## src/rtl/eae_seq_pkg.sv

```systemverilog
// Shared CPU definitions: extended arithmetic element (EAE) operation codes.
package CPU_Definitions;

  typedef enum logic [2:0] {
    EAE_MUL = 3'd0,
    EAE_DVI = 3'd1,
    EAE_SHL = 3'd2,
    EAE_ASR = 3'd3,
    EAE_LSR = 3'd4
  } eae_op_t;

endpackage

```

## src/rtl/eae_seq_if.sv

```systemverilog
// Request/result bundle between a CPU core (master) and the EAE sequencer (slave).
interface eae_seq_if
  import CPU_Definitions::*;
#(
  parameter int WIDTH = 12
) ();

  logic             start;
  eae_op_t          op;
  logic [WIDTH-1:0] ac_in;
  logic [WIDTH-1:0] mq_in;
  logic [WIDTH-1:0] operand;
  logic             busy;
  logic             done;
  logic [WIDTH-1:0] ac_out;
  logic [WIDTH-1:0] mq_out;
  logic             link_out;

  modport master (
    output start, op, ac_in, mq_in, operand,
    input  busy, done, ac_out, mq_out, link_out
  );

  modport slave (
    input  start, op, ac_in, mq_in, operand,
    output busy, done, ac_out, mq_out, link_out
  );

endinterface

```

## src/rtl/eae_seq.sv

```systemverilog
// Multi-cycle EAE sequencer: shift-add multiply, restoring divide and
// double-word shifts on {AC,MQ}, one bit per clock.
module eae_seq
  import CPU_Definitions::*;
#(
  parameter int WIDTH = 12,
  parameter int CNT_W = $clog2(2*WIDTH+1)
) (
  input logic      clock,
  input logic      reset,
  eae_seq_if.slave bus
);

  localparam logic [CNT_W-1:0] CNT_MAX = CNT_W'(2*WIDTH);
  localparam logic [CNT_W-1:0] CNT_WRD = CNT_W'(WIDTH);

  typedef enum logic [1:0] {S_IDLE, S_RUN, S_DONE} state_t;

  state_t           state;
  logic             busy_r, done_r, link_out_r;
  logic [WIDTH-1:0] ac_out_r, mq_out_r;

  eae_op_t          op_r;
  logic [WIDTH-1:0] ac_r, mq_r, m_r;
  logic             link_r;
  logic [CNT_W-1:0] cnt_r;

  logic [CNT_W-1:0] shcnt, n_start;
  logic             dvi_ovf;

  always_comb begin
    shcnt   = (bus.operand[CNT_W-1:0] > CNT_MAX) ? CNT_MAX : bus.operand[CNT_W-1:0];
    dvi_ovf = (bus.ac_in >= bus.operand);
    case (bus.op)
      EAE_MUL:                   n_start = CNT_WRD;
      EAE_DVI:                   n_start = dvi_ovf ? '0 : CNT_WRD;
      EAE_SHL, EAE_ASR, EAE_LSR: n_start = shcnt;
      default:                   n_start = '0;
    endcase
  end

  // One WIDTH+1-bit adder serves both multiply (add) and divide (trial subtract);
  // for subtraction the extra carry bit set means no borrow.
  logic [WIDTH:0]   add_a, add_b, a_shl;
  logic             add_sub;
  logic [WIDTH+1:0] sum;
  logic [WIDTH-1:0] ac_nx, mq_nx;
  logic             link_nx;

  always_comb begin
    a_shl   = {ac_r, mq_r[WIDTH-1]};
    add_sub = (op_r == EAE_DVI);
    add_a   = add_sub ? a_shl : {1'b0, ac_r};
    add_b   = {1'b0, m_r};
    sum     = {1'b0, add_a} + {1'b0, add_b ^ {(WIDTH+1){add_sub}}}
            + {{(WIDTH+1){1'b0}}, add_sub};
    ac_nx   = ac_r;
    mq_nx   = mq_r;
    link_nx = link_r;
    case (op_r)
      EAE_MUL: begin
        if (mq_r[0]) {ac_nx, mq_nx} = {sum[WIDTH:0], mq_r[WIDTH-1:1]};
        else         {ac_nx, mq_nx} = {1'b0, ac_r, mq_r[WIDTH-1:1]};
      end
      EAE_DVI: begin
        ac_nx = sum[WIDTH+1] ? sum[WIDTH-1:0] : a_shl[WIDTH-1:0];
        mq_nx = {mq_r[WIDTH-2:0], sum[WIDTH+1]};
      end
      EAE_SHL: {link_nx, ac_nx, mq_nx} = {ac_r, mq_r, 1'b0};
      EAE_LSR: {ac_nx, mq_nx, link_nx} = {1'b0, ac_r, mq_r};
      EAE_ASR: {ac_nx, mq_nx, link_nx} = {ac_r[WIDTH-1], ac_r, mq_r};
      default: ;
    endcase
  end

  always_ff @(posedge clock) begin
    if (reset) begin
      state      <= S_IDLE;
      busy_r     <= 1'b0;
      done_r     <= 1'b0;
      ac_out_r   <= '0;
      mq_out_r   <= '0;
      link_out_r <= 1'b0;
    end else begin
      case (state)
        S_RUN: begin
          ac_r   <= ac_nx;
          mq_r   <= mq_nx;
          link_r <= link_nx;
          cnt_r  <= cnt_r - 1'b1;
          if (cnt_r == CNT_W'(1)) begin
            state      <= S_DONE;
            busy_r     <= 1'b0;
            done_r     <= 1'b1;
            ac_out_r   <= ac_nx;
            mq_out_r   <= mq_nx;
            link_out_r <= link_nx;
          end
        end
        default: begin
          state  <= S_IDLE;
          busy_r <= 1'b0;
          done_r <= 1'b0;
          if (bus.start) begin
            op_r   <= bus.op;
            ac_r   <= bus.ac_in;
            mq_r   <= bus.mq_in;
            m_r    <= bus.operand;
            link_r <= 1'b0;
            cnt_r  <= n_start;
            // Zero-iteration cases (DVI overflow, count 0, unknown op) finish at accept.
            if (n_start == '0) begin
              state      <= S_DONE;
              done_r     <= 1'b1;
              ac_out_r   <= bus.ac_in;
              mq_out_r   <= bus.mq_in;
              link_out_r <= (bus.op == EAE_DVI);
            end else begin
              state  <= S_RUN;
              busy_r <= 1'b1;
            end
          end
        end
      endcase
    end
  end

  assign bus.busy     = busy_r;
  assign bus.done     = done_r;
  assign bus.ac_out   = ac_out_r;
  assign bus.mq_out   = mq_out_r;
  assign bus.link_out = link_out_r;

endmodule

```

## src/flat_wrapper.sv

```systemverilog
// flat-port wrapper written by rule: the top's interface ports become plain ports
module eae_seq_flat import CPU_Definitions::*;
#(
  parameter int WIDTH = 12,
  parameter int CNT_W = $clog2(2*WIDTH+1)
)
  (clock, reset, bus_start, bus_op, bus_ac_in, bus_mq_in, bus_operand, bus_busy, bus_done, bus_ac_out, bus_mq_out, bus_link_out);
  eae_seq_if #(.WIDTH(WIDTH)) bus_i ();
  input logic clock;
  input logic reset;
  input wire logic [$bits(bus_i.start)-1:0] bus_start;
  input wire logic [$bits(bus_i.op)-1:0] bus_op;
  input wire logic [$bits(bus_i.ac_in)-1:0] bus_ac_in;
  input wire logic [$bits(bus_i.mq_in)-1:0] bus_mq_in;
  input wire logic [$bits(bus_i.operand)-1:0] bus_operand;
  output wire logic [$bits(bus_i.busy)-1:0] bus_busy;
  output wire logic [$bits(bus_i.done)-1:0] bus_done;
  output wire logic [$bits(bus_i.ac_out)-1:0] bus_ac_out;
  output wire logic [$bits(bus_i.mq_out)-1:0] bus_mq_out;
  output wire logic [$bits(bus_i.link_out)-1:0] bus_link_out;
  assign bus_i.start = bus_start;
  assign bus_i.op = bus_op;
  assign bus_i.ac_in = bus_ac_in;
  assign bus_i.mq_in = bus_mq_in;
  assign bus_i.operand = bus_operand;
  assign bus_busy = bus_i.busy;
  assign bus_done = bus_i.done;
  assign bus_ac_out = bus_i.ac_out;
  assign bus_mq_out = bus_i.mq_out;
  assign bus_link_out = bus_i.link_out;
  eae_seq #(.WIDTH(WIDTH), .CNT_W(CNT_W)) u_core (.clock(clock), .reset(reset), .bus(bus_i));
endmodule
```

## config.mk

```make
export PLATFORM = sky130hd
export DESIGN_NAME = eae_seq_flat
export DESIGN_NICKNAME = d
export VERILOG_FILES = /design/src/rtl/eae_seq_pkg.sv /design/src/rtl/eae_seq_if.sv /design/src/rtl/eae_seq.sv /design/src/flat_wrapper.sv
export SDC_FILE = /design/constraint.sdc
export NUM_CORES = 1
export LEC_CHECK = 0
export ABC_AREA = 0
export BUFFER_PORTS_ARGS = -buffer_cell sky130_fd_sc_hd__clkbuf_2
export CAP_MARGIN = 0
export CORE_MARGIN = 2
export CORE_UTILIZATION = 55
export DETAILED_ROUTE_END_ITERATION = 10
export PLACE_DENSITY = 0.82
export SLEW_MARGIN = 40
export SYNTH_ARGS = -nofsm -noshare
export SYNTH_HDL_FRONTEND = slang
export SYNTH_SLANG_ARGS = --single-unit
```

## constraint.sdc

```tcl
create_clock -name clock -period 4.2 [get_ports clock]
set_input_delay 0.21 -clock clock [delete_from_list [all_inputs] [get_ports clock]]
set_output_delay 0.21 -clock clock [all_outputs]
set_load 0.005 [all_outputs]
```

## After elaboration in Yosys (flattened, before gate mapping)

Index checks and enable logic that the tools add are counted.

- Eq/ne operators: 11
- Add/subtract/negate cells: 3
- Magnitude comparators: 2
- Bitwise operators: 3
- Reduce and logical (&&, ||, !) cells: 10
- Multiplexer cells: 42

Operators by type and width:

| operator | number |
|---|---|
| 2-to-1 mux 12 bit | 15 |
| case mux 12 bit (5 select lines) | 1 |
| case mux 12 bit (4 select lines) | 1 |
| 2-to-1 mux 5 bit | 3 |
| case mux 5 bit (3 select lines) | 1 |
| adder 13 x 13 -> 14 bit | 1 |
| adder 14 x 1 -> 14 bit | 1 |
| 2-to-1 mux 1 bit | 14 |
| 2-to-1 mux 13 bit | 1 |
| bitwise XOR 12 x 13 -> 13 bit | 1 |
| == test 3 x 2 -> 1 bit, second input constant | 4 |
| >= comparator 12 bit | 1 |
| 2-to-1 mux 2 bit | 4 |
| == test 3 x 1 -> 1 bit, second input constant | 2 |
| == test 3 bit, second input constant | 2 |
| zero test 3 bit | 2 |
| AND reduction 3 bit | 2 |
| == test 5 x 1 -> 1 bit, second input constant | 1 |
| > comparator 5 bit, second input constant | 1 |
| zero test 5 bit | 1 |
| subtractor 5 x 1 -> 5 bit, second input constant | 1 |
| 2-to-1 mux 4 bit | 1 |
| nonzero test 2 bit | 2 |
| OR reduction 3 bit | 1 |
| other kinds (6) | 7 |

- Output and inout port bits: 27
- Logic and storage cells: 83
- Flip-flop bits (word level): 74

## Depth between registers and ports, before layout

- Depth after elaboration: 8
- Gate-level depth with buffers: 17

## Least setup slack after synthesis

No wires, ideal clock.

- Path type: register to register
- From: reg u_core.op_r[2]
- To: reg u_core.ac_r[7] (data pin)
- Data required time: 3.935 ns
- Data arrival time: 3.446 ns
- Path buffers: 5
- Path slack: 0.489 ns
- Library setup time: 0.265 ns
- Clock period less this slack: 3.711 ns
- Stages on the path, launching flop included: 15
- Path through: edfxtp_1 > or3b_1 > buf_2 > buf_1 > xnor2_1 > ha_1 > clkbuf_1 > nand2_1 > or3_1 > or2_4 > a21o_1 > buf_6 > buf_6 > a311oi_1 > nor2_1

- Longest elaborated chain between the ends: 7
- Elaborated cells between the ends (all ways): 13
- Those cells by class: 2 x add/sub; 4 x eq/ne; 5 x mux; 1 x bitwise; 1 x reduce/logical

Ends and longest elaborated chain:

| what | line | source |
|---|---|---|
| from (decl) | eae_seq.sv:23 | `eae_op_t op_r;` |
| from (signal assigned) | eae_seq.sv:105 | `op_r <= bus.op;` |
| == test 3 x 1 -> 1 bit | eae_seq.sv:52, eae_seq.sv:60 |  |
| 2-to-1 mux 13 bit / bitwise XOR 12 x 13 -> 13 bit (equally long branches) | eae_seq.sv:53, eae_seq.sv:55 |  |
| adder 13 x 13 -> 14 bit | eae_seq.sv:55 | `sum = {1'b0, add_a} + {1'b0, add_b ^ {(WIDTH+1){add_sub}}}` |
| adder 14 x 1 -> 14 bit | eae_seq.sv:56 | `+ {{(WIDTH+1){1'b0}}, add_sub};` |
| 2-to-1 mux 12 bit, on equally long branches | eae_seq.sv:66, eae_seq.sv:62 |  |
| case mux 12 bit (5 select lines) (*) | eae_seq.sv:60 | `case (op_r)` |
| 2-to-1 mux 12 bit (*) | eae_seq.sv:85 | `case (state)` |
| to (signal assigned) | eae_seq.sv:87 | `ac_r <= ac_nx;` |
| to (signal assigned) | eae_seq.sv:106 | `ac_r <= bus.ac_in;` |
| to (decl) | eae_seq.sv:24 | `logic [WIDTH-1:0] ac_r, mq_r, m_r;` |

Mark *: on every way between the ends. The rest lies on a longest branch, timed or not.
A chain may end at the register's enable or synchronous reset.

## Worst setup path after layout

- From: reg u_core.op_r[2]
- To: reg u_core.ac_r[6] (data pin)

Same word-level chain as after synthesis.

==> impl_metrics.csv <==
group,metric,value,unit
cts,cts_buffers,9,
cts,clk_pin_slew,0.09,ns
min_path,hp-class,"in -> reg",
routing,wirelength,15200,um
yosys,synthXorXnorAreaFrac,4.41,%
yosys,synth_cells,618,
cts,postCtsSetupBuffers,0,
pwr,p_leak,2.42,nW
routing,routedWlPerCell,19.3,um
setup_path,cp-start-kind,"register",
yosys,synth_area,5160,um^2
floorplan,fp.dieH,101,um
yosys,synth_edf_count,45,
pwr,peakVddDrop,0.275,mV
setup_path,r2r_setup_slack,0.44,ns
timing,period_needed,3.76,ns
floorplan,fp.dieW,101,um
floorplan,num_rows,35,
timing,whs,0.0514,ns
final_layout,layout_commonest_cell,"nand2_1",
global_routing,antenna_found_initial,0,
global_routing,grt_usage,30.0,%
final_layout,regArea,1890,um^2
global_routing,grt_pass1_wl,23800,um
routing,via_count,5181,
timing,tns,0,ns
yosys,synthSimpleGateAreaFrac,20.2,%
setup_path,critPathMaxFanout,24,
placement,routabilityCongestion,0.993,
routing,ant_nets,0,
cts,clock_latency,0.35,ns
cts,hold_buffers,0,
timing,rsz0062_at_grt,"false",
yosys,synth_top_area_share,26.2,%
routing,drt_iter0_drc,898,
yosys,muxShareOfSynthArea,3.22,%
final_layout,multi_input_area,3020,um^2
yosys,ys.flop_type,"edfxtp_1",
setup_path,cp.arrival,3.85,ns
cts,clkSinkCount,72,
yosys,yosysTopAreaCell,"edfxtp_1",
final_layout,final_layout_size_suffix_gt1_share,17.7,%
outcome,outcome,"finished, final reports clean",
timing,finClkSkew,0.00903,ns
timing,hold_viol_final,0,
cts,htreeDepth,3,
placement,dp_hpwl,11000,um
yosys,synth_compound_area_share,23.9,%
yosys,async_flop_share,0,%
cts,tritoncts,"yes",
final_layout,n_antenna_cell,0,
floorplan,core,9200,um^2
flow_run,cap_viol_max_count,0,
yosys,synthAdderAreaFrac,6.44,%
pwr,finalPower,2.11,mW
final_layout,syn_to_final_growth,13.1,%
routing,drc,0,
timing,slew_headroom,52.2,%
yosys,yosysSeqAreaShare,36.6,%
cts,root_buffer,"clkbuf_8",
final_layout,fillCellCount,759,
cts,cts_max_path_buffers,2,
timing,post-route-period-util,89.5,%
setup_path,setup.worst_path.class,"reg -> reg",
routing,firstDrtPassIters,7,
setup_path,end_kind,"register",
pwr,powerDensity,362,nW/um^2
timing,max_freq,0.266,GHz
yosys,synth_top_family_by_area,"compound AO/OA/AOI/OAI gates",
global_routing,grt_pass1_vias,4677,
floorplan,initial_core_util,56.2,%
global_routing,grt_max_degree,42,
global_routing,grt-ovfl-total,0,
yosys,yosysWarnings,0,
setup_path,required,4.30,ns
yosys,synthDistinctLibCells,66,
final_layout,final_cell_mix,"nand2_1, clkbuf_2, nor2_1",
floorplan,dieArea,10200,um^2
yosys,ys_top_cells_by_area,"edfxtp_1, dfxtp_1, nand2_1",
yosys,ys_ff_latch,72,
yosys,syn_nets,686,
timing,worst_pin_slew,0.714,ns
floorplan,io_pins,69,
timing,report.final.slew_viol_count,0,
routing,vias_per_cell,6.60,
final_layout,nets,737,
timing,setup_viol,0,
yosys,postSynthAreaPerCell,8.36,um^2
placement,io_buffer_count,68,
==> stage by stage <==
step	setup slack [ns]	instances	instance area [um^2]	utilization [%]
after CTS	0.323	785	5840	63.5
after global placement	0.508	769	5600	60.9
after floorplan	0.489	618	5160	-
after detailed placement	0.360	769	5600	60.9
final	0.442	785	5840	63.5
after global routing	0.221	785	5840	63.5
==> layout make-up <==
type	instances	area share, %
inverter	26	1.67
multi-input combinational	479	51.8
sequential	72	32.4
timing repair buffer	81	7.71
tap	111	2.38
clock inverter	4	0.643
clock buffer	12	3.41
==> worst max-delay path, stage by stage (launching register included) <==
cell	delay (ns)
edfxtp_1	0.41
buf_4	0.23
nor3_1	0.20
buf_4	0.24
and2_1	0.18
a21o_1	0.11
ha_1	0.28
a21oi_1	0.24
o21ai_0	0.20
a31oi_1	0.35
a21o_2	0.45
mux2i_1	0.31
and4_1	0.25
nor2_1	0.05
==> cell usage after synthesis, drive strengths merged, types with 2 or more instances <==
library cell and count:
o22ai 16, a31oi 3, o211ai 8, nand2b 8, clkbuf 31, nor3 28
o2111ai 4, mux2i 14, a22oi 2, o31ai 5, o211a 2, ha 25
o21ai 48, a21o 3, dfxtp 27, xor2 9, nor2 61, a311oi 8
nor2b 7, nand4 3, nand2 89, or3 7, o221ai 3, or2 4
a21oi 36, or4 2, a2111oi 3, xnor2 17, and4 2, o22a 2
buf 10, a211oi 11, o41ai 5, nand3 13, a221oi 9, edfxtp 45
mux2 2, o21a 5, inv 25
==> what timing repair did <==
item | CTS | global route
setup endpoints to repair | 0 | 1
hold endpoints to repair | 0 | 0
gates resized for setup | 0 | 1
==> sequential cells by signal, summed over array words and instances, names as in the netlist <==
signal and flops:
u_core.bus.mq_out 12, u_core.bus.link_out 1, u_core.bus.busy 1, u_core.bus.ac_out 12, u_core.m_r 12, u_core.link_r 1, u_core.mq_r 12, u_core.op_r 3
u_core.bus.done 1, u_core.ac_r 12, u_core.cnt_r 5
==> path summary, 6_finish.rpt <==
path,from,depth (start not counted),end
worst max register to register,u_core.op_r[2]$_DFFE_PP_,13,u_core.ac_r[6]$_DFFE_PP_
worst max-delay path,u_core.op_r[2]$_DFFE_PP_,13,u_core.ac_r[6]$_DFFE_PP_
worst min register to register,u_core.bus.mq_out[0]$_SDFFE_PP0P_,2,u_core.bus.mq_out[0]$_SDFFE_PP0P_
worst min-delay path,bus_operand[10],1,u_core.m_r[10]$_DFFE_PP_
==> report_power, final <==
group	leakage (nW)	switching (mW)	total, mW	internal (mW)
Sequential	0.648	0.0609	0.881	0.820
Clock	0.120	0.290	0.621	0.331
Combinational	1.65	0.379	0.611	0.232
Total	2.42	0.730	2.11	1.38
==> cell families after synthesis <==
| group | Yosys count |
|---|---|
| and+or+nand+nor | 231 |
| adders and majority gates | 26 |
| AOI/OAI and AO/OA | 180 |
| muxes | 16 |
| xor gates and xnor gates | 26 |
| buffers and inverters | 67 |
| DFF | 72 |
==> layer usage <==
| layer | part of all wire, % | global-route usage [%] | up-vias |
|---|---|---|---|
| met5 | 0 | 0 | - |
| met4 | 2.4 | 9.88 | 0 |
| met3 | 11 | 5.62 | 36 |
| met2 | 44 | 44.5 | 357 |
| met1 | 42 | 44.3 | 2413 |
| li1 | - | - | 2375 |
Note: power is estimated with default switching activity, not from simulation.
